===== src/rtl/lcd1602_responder.sv =====
// HD44780/LCD1602 bus responder: decodes writes on the lcd_en fall, mirrors the 80-byte DDRAM with a readback port.
// Optional macro LCD_RESP_BUSY_TIMING_EN adds a per-access busy window driven by a down-counter.
module lcd1602_responder #(
  parameter int BUSY_CMD_CYC = 2000,
  parameter int BUSY_CLR_CYC = 82000
) (
  input  logic       clk,
  input  logic       rst,
  input  logic       lcd_rs,
  input  logic       lcd_rw,
  input  logic       lcd_en,
  input  logic [7:0] lcd_data,
  input  logic [6:0] rd_addr,
  output logic [7:0] rd_data,
  output logic [6:0] ac,
  output logic       disp_on,
  output logic       cursor_on,
  output logic       blink_on,
  output logic       entry_inc,
  output logic       func_8bit,
  output logic       func_2line,
  output logic       busy,
  output logic       err_busy,
  output logic       err_rw,
  output logic       err_addr,
  output logic [15:0] wr_cnt
);

  function automatic logic addr_ok(input logic [6:0] a);
    return (a <= 7'h27) || ((a >= 7'h40) && (a <= 7'h67));
  endfunction

  // Line 2 (0x40..0x67) packs directly after line 1 in the 80-entry array
  function automatic logic [6:0] addr_idx(input logic [6:0] a);
    return a[6] ? (7'd40 + {1'b0, a[5:0]}) : a;
  endfunction

  function automatic logic [6:0] ac_step(input logic [6:0] a, input logic inc);
    logic [6:0] r;
    if (inc) begin
      if (a == 7'h27)      r = 7'h40;
      else if (a == 7'h67) r = 7'h00;
      else                 r = a + 7'd1;
    end else begin
      if (a == 7'h00)      r = 7'h67;
      else if (a == 7'h40) r = 7'h27;
      else                 r = a - 7'd1;
    end
    return r;
  endfunction

  logic       en_s1, en_s2, en_s2_prev;
  logic       sweep;
  logic [6:0] sweep_idx;
  logic [7:0] mem [0:79];
  logic [7:0] rd_raw;
  logic       rd_ok_reg;

  logic       fall, accept, is_clear, data_ok, we, rd_ok, busy_next;
  logic [6:0] waddr, rd_idx;
  logic [7:0] wdata;

`ifdef LCD_RESP_BUSY_TIMING_EN
  localparam int MAX_CYC = (BUSY_CLR_CYC > BUSY_CMD_CYC) ? BUSY_CLR_CYC : BUSY_CMD_CYC;
  localparam int TW = $clog2(MAX_CYC + 1);
  logic [TW-1:0] timer_reg, timer_next;
`endif

  always_comb begin
    fall     = en_s2_prev & ~en_s2;
    accept   = fall & ~sweep & ~lcd_rw;
    is_clear = accept & ~lcd_rs & (lcd_data == 8'h01);
    data_ok  = accept & lcd_rs & addr_ok(ac);
    we       = ~rst & (sweep | data_ok);
    waddr    = sweep ? sweep_idx : addr_idx(ac);
    wdata    = sweep ? 8'h20 : lcd_data;
    rd_ok    = addr_ok(rd_addr);
    rd_idx   = rd_ok ? addr_idx(rd_addr) : 7'd0;
`ifdef LCD_RESP_BUSY_TIMING_EN
    timer_next = timer_reg;
    if (accept)
      timer_next = is_clear ? TW'(BUSY_CLR_CYC) : TW'(BUSY_CMD_CYC);
    else if (timer_reg != '0)
      timer_next = timer_reg - 1'b1;
    busy_next = is_clear | (sweep & (sweep_idx != 7'd79)) | (timer_next != '0);
`else
    busy_next = is_clear | (sweep & (sweep_idx != 7'd79));
`endif
  end

`ifndef LCD_RESP_BUSY_TIMING_EN
  // Busy windows are not timed in this build; the parameters have nothing to size
  if (BUSY_CMD_CYC < 0 || BUSY_CLR_CYC < 0) begin : g_timing_unused
  end
`endif

  // DDRAM: one write port (sweep or data write), registered read-before-write
  always_ff @(posedge clk) begin
    if (we)
      mem[waddr] <= wdata;
    rd_raw    <= mem[rd_idx];
    rd_ok_reg <= rd_ok;
  end

  assign rd_data = rd_ok_reg ? rd_raw : 8'h20;

  always_ff @(posedge clk) begin
    if (rst) begin
      en_s1      <= 1'b0;
      en_s2      <= 1'b0;
      en_s2_prev <= 1'b0;
      sweep      <= 1'b1;
      sweep_idx  <= 7'd0;
      ac         <= 7'd0;
      disp_on    <= 1'b0;
      cursor_on  <= 1'b0;
      blink_on   <= 1'b0;
      entry_inc  <= 1'b1;
      func_8bit  <= 1'b1;
      func_2line <= 1'b0;
      busy       <= 1'b0;
      err_busy   <= 1'b0;
      err_rw     <= 1'b0;
      err_addr   <= 1'b0;
      wr_cnt     <= 16'd0;
`ifdef LCD_RESP_BUSY_TIMING_EN
      timer_reg  <= '0;
`endif
    end else begin
      en_s1      <= lcd_en;
      en_s2      <= en_s1;
      en_s2_prev <= en_s2;
      busy       <= busy_next;
`ifdef LCD_RESP_BUSY_TIMING_EN
      timer_reg  <= timer_next;
`endif
      if (sweep) begin
        if (sweep_idx == 7'd79) begin
          sweep     <= 1'b0;
          ac        <= 7'd0;
          entry_inc <= 1'b1;
        end else begin
          sweep_idx <= sweep_idx + 7'd1;
        end
      end
      if (fall) begin
        if (sweep) begin
          err_busy <= 1'b1;
        end else if (lcd_rw) begin
          err_rw <= 1'b1;
        end else begin
`ifdef LCD_RESP_BUSY_TIMING_EN
          if (timer_reg != '0)
            err_busy <= 1'b1;
`endif
          if (lcd_rs) begin
            if (addr_ok(ac)) begin
              ac <= ac_step(ac, entry_inc);
              if (wr_cnt != 16'hFFFF)
                wr_cnt <= wr_cnt + 16'd1;
            end else begin
              err_addr <= 1'b1;
            end
          end else begin
            casez (lcd_data)
              8'b1???????: ac <= lcd_data[6:0];
              8'b01??????: ;
              8'b001?????: begin
                func_8bit  <= lcd_data[4];
                func_2line <= lcd_data[3];
              end
              8'b0001????: ;
              8'b00001???: begin
                disp_on   <= lcd_data[2];
                cursor_on <= lcd_data[1];
                blink_on  <= lcd_data[0];
              end
              8'b000001??: entry_inc <= lcd_data[1];
              8'b0000001?: ac <= 7'd0;
              8'b00000001: begin
                sweep     <= 1'b1;
                sweep_idx <= 7'd0;
              end
              default: ;
            endcase
          end
        end
      end
    end
  end

endmodule


===== config.mk =====
export PLATFORM = sky130hd
export DESIGN_NAME = lcd1602_responder
export DESIGN_NICKNAME = d
export VERILOG_FILES = /design/src/rtl/lcd1602_responder.sv
export SDC_FILE = /design/constraint.sdc
export NUM_CORES = 1
export LEC_CHECK = 0
export CAP_MARGIN = 15
export CORE_MARGIN = 5
export CORE_UTILIZATION = 36
export DETAILED_ROUTE_END_ITERATION = 6
export SYNTH_ARGS = -nofsm -noshare
export SYNTH_HDL_FRONTEND = slang
export SYNTH_SLANG_ARGS = --single-unit
export TNS_END_PERCENT = 30

===== constraint.sdc =====
create_clock -name clk -period 4.1 [get_ports clk]
set_input_delay 0.82 -clock clk [delete_from_list [all_inputs] [get_ports clk]]
set_output_delay 0.82 -clock clk [all_outputs]
set_load 0.01 [all_outputs]

Word-level counts from Yosys, hierarchy flattened
Memories as Yosys holds them, arrays and structs flattened. A register that Yosys moved wholly into a read port is not among the register bits.
Cells that the tools add are included.
- register bits after elaboration: 45
- bits in writable memories: 640
- input port bits: 20
- logic and storage cells: 112
- memories kept: 1
- $add $sub $neg: 6
- $lt $le $gt $ge: 6
- eq/ne operators: 11
- muxes and demuxes: 42
- bitwise gates (word level): 17
- reduce and logical (&&, ||, !) cells: 11
- memories (memory ; words ; bits a word ; rd ports ; clocked after Yosys merged registers in ; write ports ; RTL line ; RTL):
    mem ; 80 ; 8 ; 1 ; 1 ; 1 ; 55 ; logic [7:0] mem [0:79];
- operators by type and width (kind ; number):
    7-bit two-way mux ; 23
    7-bit == test, second input constant ; 3
    16-bit by 1-bit adder with 16-bit output, second input constant ; 1
    1-bit two-way mux ; 16
    8-bit two-way mux ; 2
    16-bit != test, second input constant ; 1
    5-bit AND reduction ; 3
    6-bit by 6-bit adder with 7-bit output, first input constant ; 2
    7-bit by 1-bit adder with 7-bit output, second input constant ; 2
    7-bit greater-or-equal comparator, second input constant ; 2
    7-bit by 6-bit <= comparator with 1-bit output, second input constant ; 2
    7-bit <= comparator, second input constant ; 2
    7-bit case mux with 2 select lines ; 1
    1-bit bitwise AND ; 9
    8-bit by 1-bit == test with 1-bit output, second input constant ; 1
    7-bit by 1-bit == test with 1-bit output, second input constant ; 1
    7-bit by 6-bit == test with 1-bit output, second input constant ; 1
    7-bit logical NOT ; 1
    7-bit != test, second input constant ; 1
    7-bit by 1-bit subtractor with 7-bit output, second input constant ; 1
    6-bit by 1-bit == test with 1-bit output, second input constant ; 1
    1-bit NOT ; 6
    6-bit AND reduction ; 1
    5-bit by 1-bit == test with 1-bit output, second input constant ; 1
    6 further kinds ; 9

Logic depth before layout (Yosys ltp)
- word-level depth: 10
- depth in mapped cells: 15

Worst setup path after synthesis
Ideal clock, no wire load.
- path type: register to register
- start: register sweep
- end: memory mem[0][0] (data pin)
- library setup time: 0.592 ns
- arrival time: 2.867 ns
- data required time: 3.508 ns
- path slack: 0.641 ns
- stages on the path, launching flop included: 5
- path buffers: 3
- cells stage by stage: dfxtp_1 > clkbuf_1 > clkbuf_1 > clkbuf_1 > nor2b_1
- cells in the longest elaborated chain, start to end: 1
- RTL lines (what ; RTL line ; RTL):
    start, declared ; 53 ; logic sweep;
    start signal, assigned ; 112 ; sweep <= 1'b1;
    start signal, assigned ; 139 ; sweep <= 1'b0;
    start signal, assigned ; 181 ; sweep <= 1'b1;
    8-bit two-way mux ; 76 ; wdata = sweep ? 8'h20 : lcd_data;
    via wdata[0] ; 61 ; logic [7:0] wdata;
    end, declared ; 55 ;
The timed path passes the listed nets, and every way through them passes these cells.

Worst setup path in the final report
- start: input rd_addr[3]
- end: register rd_raw[0], read port of mem
- cells in the longest elaborated chain, start to end: 4
- RTL lines (what ; RTL line ; RTL):
    start, declared ; 13 ; input logic [6:0] rd_addr,
    7-bit greater-or-equal comparator / 7-bit <= comparator (equally long branches) ; 30 ; return (a <= 7'h27) || ((a >= 7'h40) && (a <= 7'h67));
    1-bit logical AND ; 30 ;
    1-bit logical OR ; 30 ;
    7-bit two-way mux (*) ; 78 ; rd_idx = rd_ok ? addr_idx(rd_addr) : 7'd0;
    end, declared ; 56 ; logic [7:0] rd_raw;
Mark *: on every way between the ends. The rest lies on a longest branch, timed or not.
A chain may end at the register's enable or synchronous reset.

==> results.toml <==
[timing]
rsz0062_at_grt = "false"
worst_pin_slew_ns = 1.01
clock_skew_ns = 0.0333
period_needed_ns = 3.60
fin_crit_sh = 0.877
slew_viol_final = 0
relSlewSlack = 0.330
setup_viol = 0
hold_viol = 0
fin_tns_setup_ns = 0
max_freq_ghz = 0.278

[synthesis]
ys_seq_elements = 693
avgSynthCellArea_um2 = 13.9
seq_area_frac_synth = 0.680
synth_cells = 2146
synth_compound_area_frac = 0.131
syn_area_mm2 = 0.0298
synth_ff_type = "edfxtp_1"
synth_xor_area_frac = 0.00701
synthSimpleGateAreaFrac = 0.0973
yosysWarnings = 0
synth_top_family_by_area = "compound AO/OA/AOI/OAI gates"
synth_edf_count = 640
synth.distinct_cells = 88
synthAdderAreaFrac = 0.00420
synth_mux_area_frac = 0.0462
async_flop_share = 0
synth_nets = 2176

[global_route]
grt_pass1_vias = 19300
grt_use_total = 0.182
grt_overflow_total = 0
grt_max_degree = 201
grt_pass1_wl_um = 125000
antenna_found_initial = 0

[power_and_ir_drop]
seqPwrFrac = 0.507
power_mw = 15.1
ir_drop_mv = 0.261
p_leak_nw = 11.8
p_sw_mw = 3.36
swShare = 0.223
power.internal_mw = 11.7
clkPwrFrac = 0.421
power.density_mw_per_mm2 = 432
pwr-share-comb = 0.072

[clock_tree]
clk_path_buf_depth = 3
post_cts_buffers = 0
cts_htree_levels = 3
insertion_delay_ns = 0.62
numCtsBuffers = 72
ctsResizeCount = 0
clk_pin_slew_ns = 0.06
cts_sinks = 693
cts-root-buf = "clkbuf_16"
postCtsHoldBufs = 0
cts_tree = "yes"

[placed_design]
dpl.hpwl_um = 53100
place_congestion = 0.896
port_buffers = 60
place_area_mm2 = 0.0327

[run]
max_cap_violations = 0

[drt]
drt_pass1_iterations = 5
drcViolationCount = 0
wl_per_cell_um = 24.2
dr_total_vias = 19700
drtAntennaViolNets = 0
dr_wl_met2_um = 38500
top_layer_used = "met4"
m1WireLength_um = 35800
first_iter_violations = 2257
wl_met3_um = 6810
viasPerCell = 5.75
drt_wl_total_um = 83300

[final_layout]
regMostFlops = "mem"
final_nets = 2342
regArea_mm2 = 0.0203
num_antenna_cells = 0
drive_gt1_frac = 0.162
syn_to_final_growth_pct = 17.3
largest_reg_flops = 640
top_regs = "mem x640, wr_cnt x16, rd_raw x8"
multi_input_area_mm2 = 0.00857
final_cell_area_mm2 = 0.0350
fillCellCount = 7314
finish.utilization = 0.426

[critical_path]
worst_setup_path_end_kind = "register"
start_kind = "input port"
path_max_fanout = 9
critPathKind = "input port to register"
crit_required_ns = 4.60
arrival_ns = 4.10

[floorplanning]
pin_count = 61
die_x_um = 298
fp.coreArea_mm2 = 0.0821
die_h_um = 298
start_util = 0.363
rows = 105
die-area_mm2 = 0.0887

[run_status]
status = "completed"

[hold_path]
hp-class = "register to register"
==> cells in the final DEF, fill, tap and decap left out, drive strengths merged, types with 10 or more instances in the layout <==
| master | n |
|---|---|
| xnor2 | 10 |
| edfxtp | 640 |
| and2 | 27 |
| a31oi | 55 |
| nor2b | 26 |
| nor4 | 15 |
| o22ai | 12 |
| o21ai | 53 |
| a221oi | 23 |
| xor2 | 13 |
| and3 | 83 |
| buf | 190 |
| or2 | 11 |
| inv | 67 |
| mux4 | 17 |
| clkbuf | 92 |
| nor2 | 176 |
| nand2 | 91 |
| mux2i | 60 |
| nand3 | 65 |
| a21oi | 68 |
| o311ai | 32 |
| a211o | 15 |
| dfxtp | 53 |
| nand4 | 25 |
| a211oi | 67 |
| a21boi | 26 |
| o221ai | 46 |
| clkinv | 28 |
| o22a | 18 |
| o211ai | 28 |
| ha | 10 |
| a2bb2oi | 12 |
| mux2 | 35 |
| a32oi | 21 |
| clkdlybuf4s50 | 58 |
==> worst paths after layout <==
path	from	slack, ns	cells past startpoint	endpoint
worst min register to register	en_s1	0.44	1	en_s2
worst max register to register	ac[1]	0.84	11	mem[0][7]
worst max-delay path	rd_addr[3]	0.50	12	rd_raw[0]
worst min-delay path	en_s1	0.44	1	en_s2
==> power groups by stage <==
stage	sequential, mW	clock [mW]	combinational [mW]
2_1_floorplan	7.80	0	0.647
3_3_place_gp	7.81	0	1.06
3_5_place_dp	7.81	0	1.07
4_1_cts	7.66	6.47	1.07
5_1_grt	7.66	6.74	1.15
6_report	7.66	6.36	1.08
==> synth_stat cells (10+ instances only) <==
master,number,area (um^2)
edfxtp_1,640,19200
nor2_1,173,649
nand2_1,89,334
and3_1,83,519
clkbuf_1,81,304
a21oi_1,68,340
a211oi_1,65,488
inv_1,65,244
nand3_1,65,325
mux2i_1,60,601
a31oi_1,55,344
dfxtp_1,53,1060
o21ai_0,48,240
o221ai_1,46,403
buf_2,41,205
mux2_2,29,327
and2_1,27,169
o211ai_1,27,203
nor2b_1,26,163
o311ai_0,26,228
nand4_1,25,156
a21boi_0,24,180
a221oi_1,21,184
a32oi_1,21,184
o22a_1,18,158
mux4_2,17,383
a211o_1,15,131
a2bb2oi_1,12,105
buf_4,12,90.1
o22ai_1,12,75.1
xor2_1,12,105
buf_1,11,41.3
buf_6,11,124
ha_1,10,125
xnor2_1,10,87.6
==> layer usage <==
layer  up-vias  global-route usage
li1       8793                   -
met1      9934               0.259
met2       885               0.288
met3       129              0.0363
met4         0              0.0485
met5         -                   0
==> critical path, stage by stage <==
cell	delay, ns
clkdlybuf4s50_1	0.50
inv_1	0.09
ha_1	0.24
and4_1	0.24
o211ai_2	0.26
nand2_2	0.24
buf_4	0.25
a2111oi_0	0.47
o41ai_1	0.18
nor4bb_1	0.55
buf_4	0.20
a211oi_1	0.04
==> metrics by stage <==
stage	setup slack [ns]	cells	hold slack, ns
final	0.504	3435	0.443
after global routing	0.410	3435	0.457
after CTS	0.570	3435	0.450
after detailed placement	-0.0848	3308	0.437
after global placement	-0.0289	3308	0.431
after floorplan	0.641	2146	0.414
==> layout make-up <==
type | count | area share
multi-input cells | 1231 | 0.245
flip-flops and latches | 693 | 0.580
inverters | 66 | 0.00716
clock inverters | 35 | 0.00855
clock buffers | 92 | 0.0562
repair buffers | 248 | 0.0648
well taps | 1070 | 0.0383
==> cells by family (layout without fill, tap and decap cells) <==
| group | count (synthesis) | count (layout) |
|---|---|---|
| compound gates | 528 | 528 |
| xor+xnor | 23 | 23 |
| fa+ha+maj | 10 | 10 |
| buf+inv | 222 | 441 |
| flops | 693 | 693 |
| mux | 112 | 112 |
| simple gates | 558 | 558 |
Note: power is estimated with default switching activity, not from simulation.
==> patch 1: new RTL, same settings <==
Build with the macro `LCD_RESP_BUSY_TIMING_EN` defined.
--- a/src/rtl/lcd1602_responder.sv
+++ b/src/rtl/lcd1602_responder.sv
@@ -2,2 +2,4 @@
 // Optional macro LCD_RESP_BUSY_TIMING_EN adds a per-access busy window driven by a down-counter.
+`define LCD_RESP_BUSY_TIMING_EN
+
 module lcd1602_responder #(
Check against the original RTL: no difference found for any inputs over 4 cycles, from zero or initial values and one cycle with rst high; that may be too few to reach the edited logic, so the function may still have changed.
==> patch 1 against the unedited design <==
The flow now finishes with violations (antenna rules); critical path depth shrank 1; setup slack lost 9.6 ps; count of clock-buffer cells in the layout grew 11; die area grew 0.52%; clock skew shrank 7.0 ps; utilization grew 0.44 points; routed wire length grew 2.3%; sequential cell count grew 17; total power grew 11%; global-route usage grew 0.39 points; clock power grew 9.3%; cell area grew 1.4%; area after synthesis grew 0.55%; highest routed layer unchanged.
==> patch 1: results (changes against the unedited design) <==
outcome: "finished, violations left"
failed_checks: "antenna rules"
dr.pass1.iters: 6  # +1
dpl.hpwl_um: 53400  # +0.65%
ys_top_cells_by_count: "edfxtp_1, nor2_1, nand2_1, mux2i_1, a21oi_1"
cts_setup_buffers: 0  # unchanged
path_max_fanout: 18  # +9
dp.cells: 3398  # +2.7%
io_buffers: 60  # unchanged
grt_pass1_wl_um: 128000  # +2.7%
antenna_found_initial: 0  # unchanged
cts_buffers: 77  # +6.9%
initialDrtViolationCount: 2410  # +6.8%
largest_reg_flops: 640  # unchanged
via_per_inst: 5.67  # -1.4%
relSlewSlack_pct: 26.1  # -6.9 points
htreeDepth: 3  # unchanged
wire_per_inst_um: 24.0  # -0.91%
finalWeightedCongestion: 0.912  # +1.8%
dp_slack_ps: 102  # +186 ps
yosys_warnings: 0  # unchanged
drtAntennaViolNets: 1  # +1
grt_max_degree: 81  # -60%
syn_nets: 2262  # +4.0%
clock_tree.root_cell: "clkbuf_16"
hp-class: "flip-flop to flip-flop"
skew_ps: 26.3  # -6.98 ps
fill_cells: 7381  # +0.92%
grt_usage_pct: 18.6  # +0.39 points
postSynthAreaPerCell_sq_um: 13.4  # -3.3%
fin_nets: 2439  # +4.1%
layoutNonFillerInstCount: 3545  # +3.2%
ctsResizeCount: 0  # unchanged
drv_cap: 0  # unchanged
worst_ir_drop_vdd_mv: 0.312  # +20%
yosys.area.top_type: "edfxtp_1"
worst-endpoint-arrival_ps: 4150  # +50 ps
clkLatencyLatePin_ps: 620  # about the same
drive_above_1_share_pct: 14.3  # -1.9 points
yosysSeqAreaShare_pct: 68.8  # +0.77 points
leakagePower_nw: 12.1  # +2.4%
synth_top_cells_by_area: "edfxtp_1, mux2i_1, dfxtp_1"
clk_path_buf_depth: 3  # unchanged
synth-edff-count: 640  # unchanged
synthDistinctLibCells: 71  # -19%
clk_pin_slew_worst_paths_ps: 60  # about the same
ys_async_sr_fraction_pct: 0  # unchanged
[patch 1: cell types whose count changed in the layout (fill, tap and decap cells not counted), sizes merged, moves of 29 or more]
cell and change:
nand2 +63, a211oi -53, a21oi +70, and3 -72
mux2i +85, o311ai -29, o21ai +56, nor2 +49
[patch 1: area by class of cell]
| type | instances | area, sq um | share of cell area [%] |
|---|---|---|---|
| multi-input cells | 1337 | 8640 | 24.4 |
| clock buffers | 103 | 2100 | 5.92 |
| repair buffers | 240 | 2160 | 6.09 |
| diodes | 5 | 12.5 | 0.0353 |
| flip-flops and latches | 710 | 20600 | 58.2 |
| clock inverters | 38 | 420 | 1.19 |
| inverters | 42 | 159 | 0.448 |
| well taps | 1070 | 1340 | 3.78 |
[patch 1: power by group]
group          leakage, nW  switching (mW)  internal (mW)
clock                 1.22            2.83           4.12
sequential            6.44           0.113           7.88
combinational         4.41            1.07          0.710
total                 12.1            4.01           12.7
[patch 1: critical path, cell delays in order]
cell,delay [ps]
clkdlybuf4s50_1,470
buf_4,210
or3b_1,400
o221a_2,330
buf_4,230
a211oi_2,430
a221oi_1,120
buf_4,160
a32oi_1,570
and4_1,310
a211o_1,100
[patch 1: path summary, 6_finish.rpt]
| check | from | endpoint | slack [ps] | cells past startpoint |
|---|---|---|---|---|
| max | rd_addr[3] | rd_raw[3]$_DFF_P_ | 490 | 11 |
| min | en_s1$_SDFF_PP0_ | en_s2$_SDFF_PP0_ | 450 | 1 |
| max reg2reg | ac[4]$_SDFF_PP0_ | mem[77][6]$_DFFE_PP_ | 700 | 8 |
| min reg2reg | en_s1$_SDFF_PP0_ | en_s2$_SDFF_PP0_ | 450 | 1 |
[patch 1: cells by family (layout without fill, tap and decap cells)]
| family | Yosys count | after routing | synth area share (%) |
|---|---|---|---|
| flip-flops | 710 | 710 | 68.8 |
| AND/OR/NAND/NOR | 563 | 563 | 8.64 |
| AO/OA/AOI/OAI | 544 | 544 | 12.2 |
| buffers and inverters | 184 | 423 | 2.60 |
| multiplexers | 178 | 178 | 6.08 |
| XOR/XNOR | 41 | 41 | 1.20 |
| adder cells (fa/ha/maj) | 11 | 11 | 0.459 |
| other | 0 | 5 | 0 |
[patch 1: routing by layer]
metal  share of wire, %  global-route usage, %  up-vias
met5                  0                      0        -
met4                3.3                   5.76        0
met3                7.8                   3.06      165
met2                 47                   30.0      902
met1                 42                   26.1    10000
li1                   -                      -     8987
[patch 1: through the flow]
step	power [mW]	area [sq um]
finish	16.7	35400
global route	17.3	35400
CTS	16.8	35400
detailed placement	9.89	32900
global placement	9.87	32900
floorplan	9.34	30000
==> patch 2: new RTL, config.mk and constraints unchanged <==
Without the edit above. Compare `sweep_idx` against `7'd79` with >= in place of ==.
--- a/src/rtl/lcd1602_responder.sv
+++ b/src/rtl/lcd1602_responder.sv
@@ -137,3 +137,3 @@
       if (sweep) begin
-        if (sweep_idx == 7'd79) begin
+        if (sweep_idx >= 7'd79) begin
           sweep     <= 1'b0;
Function: no difference found for any inputs over 4 cycles, from zero or initial values and one cycle with rst high; that may be too few to reach the edited logic, so the function may still have changed.
==> patch 2 against the unedited design <==
Sequential cell count stayed put; die area is 3.3% lower; critical endpoint is now mem[15][7]$_DFFE_PP_; routed wire length is 3.8% lower; total power is 3.1% higher; critical path type is now flip-flop to flip-flop; clock skew is 2.1 ps lower; setup slack better by 17 ps; area after synthesis is 3.5% lower; largest power group unchanged; sequential power hardly changed; combinational power is 8% lower; maximum frequency is 0.49% higher; first-iteration DRC count is 0.97% lower; synthesized cell count is 0.47% lower; clock power is 9.0% higher; cell area is 3.2% lower.
==> patch 2: results (changes against the unedited design) <==
finalWeightedCongestion: 0.947  # +5.7%
postSynthAreaPerCell_sq_um: 13.5  # -3.0%
ys_top_cells_by_count: "edfxtp_1, nand2_1, nor2_1, a21oi_1, o21ai_0"
synthDistinctLibCells: 71  # -19%
dp.cells: 3245  # -1.9%
route.met3.wl_um: 6290  # -7.6%
met2_usage_pct: 28.9  # +0.095 points
wl_met2_um: 37200  # -3.4%
grt_pass1_wl_um: 119000  # -4.5%
fill_cells: 7204  # -1.5%
skew_ps: 31.2  # -2.10 ps
slowest_delay_ps: 790  # +240 ps
wl_met1_um: 34400  # -4.0%
antenna_found_initial: 1  # +1
relSlewSlack_pct: 30.9  # -2.1 points
grtUsageMet3_pct: 3.53  # -0.11 points
placed_cell_area_sq_um: 31300  # -4.2%
worst_ir_drop_vdd_mv: 0.278  # +6.6%
initialDrtViolationCount: 2235  # -0.97%
swShare_pct: 22.0  # -0.23 points
grt_max_degree: 114  # -43%
dp_slack_ps: 36.2  # +121 ps
path_max_fanout: 10  # +1
outcome: "finished clean"
leakagePower_nw: 11.2  # -5.1%
cts_buffers: 74  # +2.8%
yosysSeqAreaShare_pct: 70.5  # +2.4 points
wire_per_inst_um: 23.7  # -2.3%
grt_usage_pct: 18.1  # -0.12 points
==> patch 2: cell count changes in the layout (fill, tap and decap cells not counted), sizes merged, moves of 32 or more <==
cell,unedited run,this run
nand2,91,263
inv,67,32
and3,83,15
o311ai,32,0
buf,190,130
a21oi,68,116
a211oi,67,34
o21ai,53,97
==> patch 2: path summary, 6_finish.rpt <==
kind / startpoint / cells after the start / to / slack (ps)
worst max-delay path: ac[1]$_SDFF_PP0_ / 8 / mem[15][7]$_DFFE_PP_ / 520
worst min-delay path: en_s1$_SDFF_PP0_ / 1 / en_s2$_SDFF_PP0_ / 450
worst max register to register: ac[1]$_SDFF_PP0_ / 8 / mem[15][7]$_DFFE_PP_ / 520
worst min register to register: en_s1$_SDFF_PP0_ / 1 / en_s2$_SDFF_PP0_ / 450
==> patch 2: final cells by class <==
class                           instances  area (sq um)  area share (%)
Clock buffer                           97          2000            5.91
Clock inverter                         41           520            1.54
Inverter                               28           105           0.310
Multi-Input combinational cell       1287          7900            23.3
Sequential cell                       693         20300            59.9
Tap cell                             1050          1310            3.88
Timing Repair Buffer                  187          1750            5.16
==> patch 2: cells by family after synthesis <==
group / count (synthesis) / synth area share, %
DFF: 693 / 70.5
and+or+nand+nor: 689 / 10.9
AOI/OAI and AO/OA: 455 / 10.5
buffers and inverters: 156 / 2.40
muxes: 110 / 4.59
xor gates and xnor gates: 24 / 0.730
adders and majority gates: 9 / 0.391
==> patch 2: power by group through the flow <==
stage | logic, mW | registers, mW | clock network (mW)
finish | 0.989 | 7.67 | 6.93
global route | 1.05 | 7.66 | 7.34
CTS | 0.977 | 7.66 | 7.04
detailed placement | 0.971 | 7.81 | 0
global placement | 0.965 | 7.82 | 0
floorplan | 0.572 | 7.80 | 0
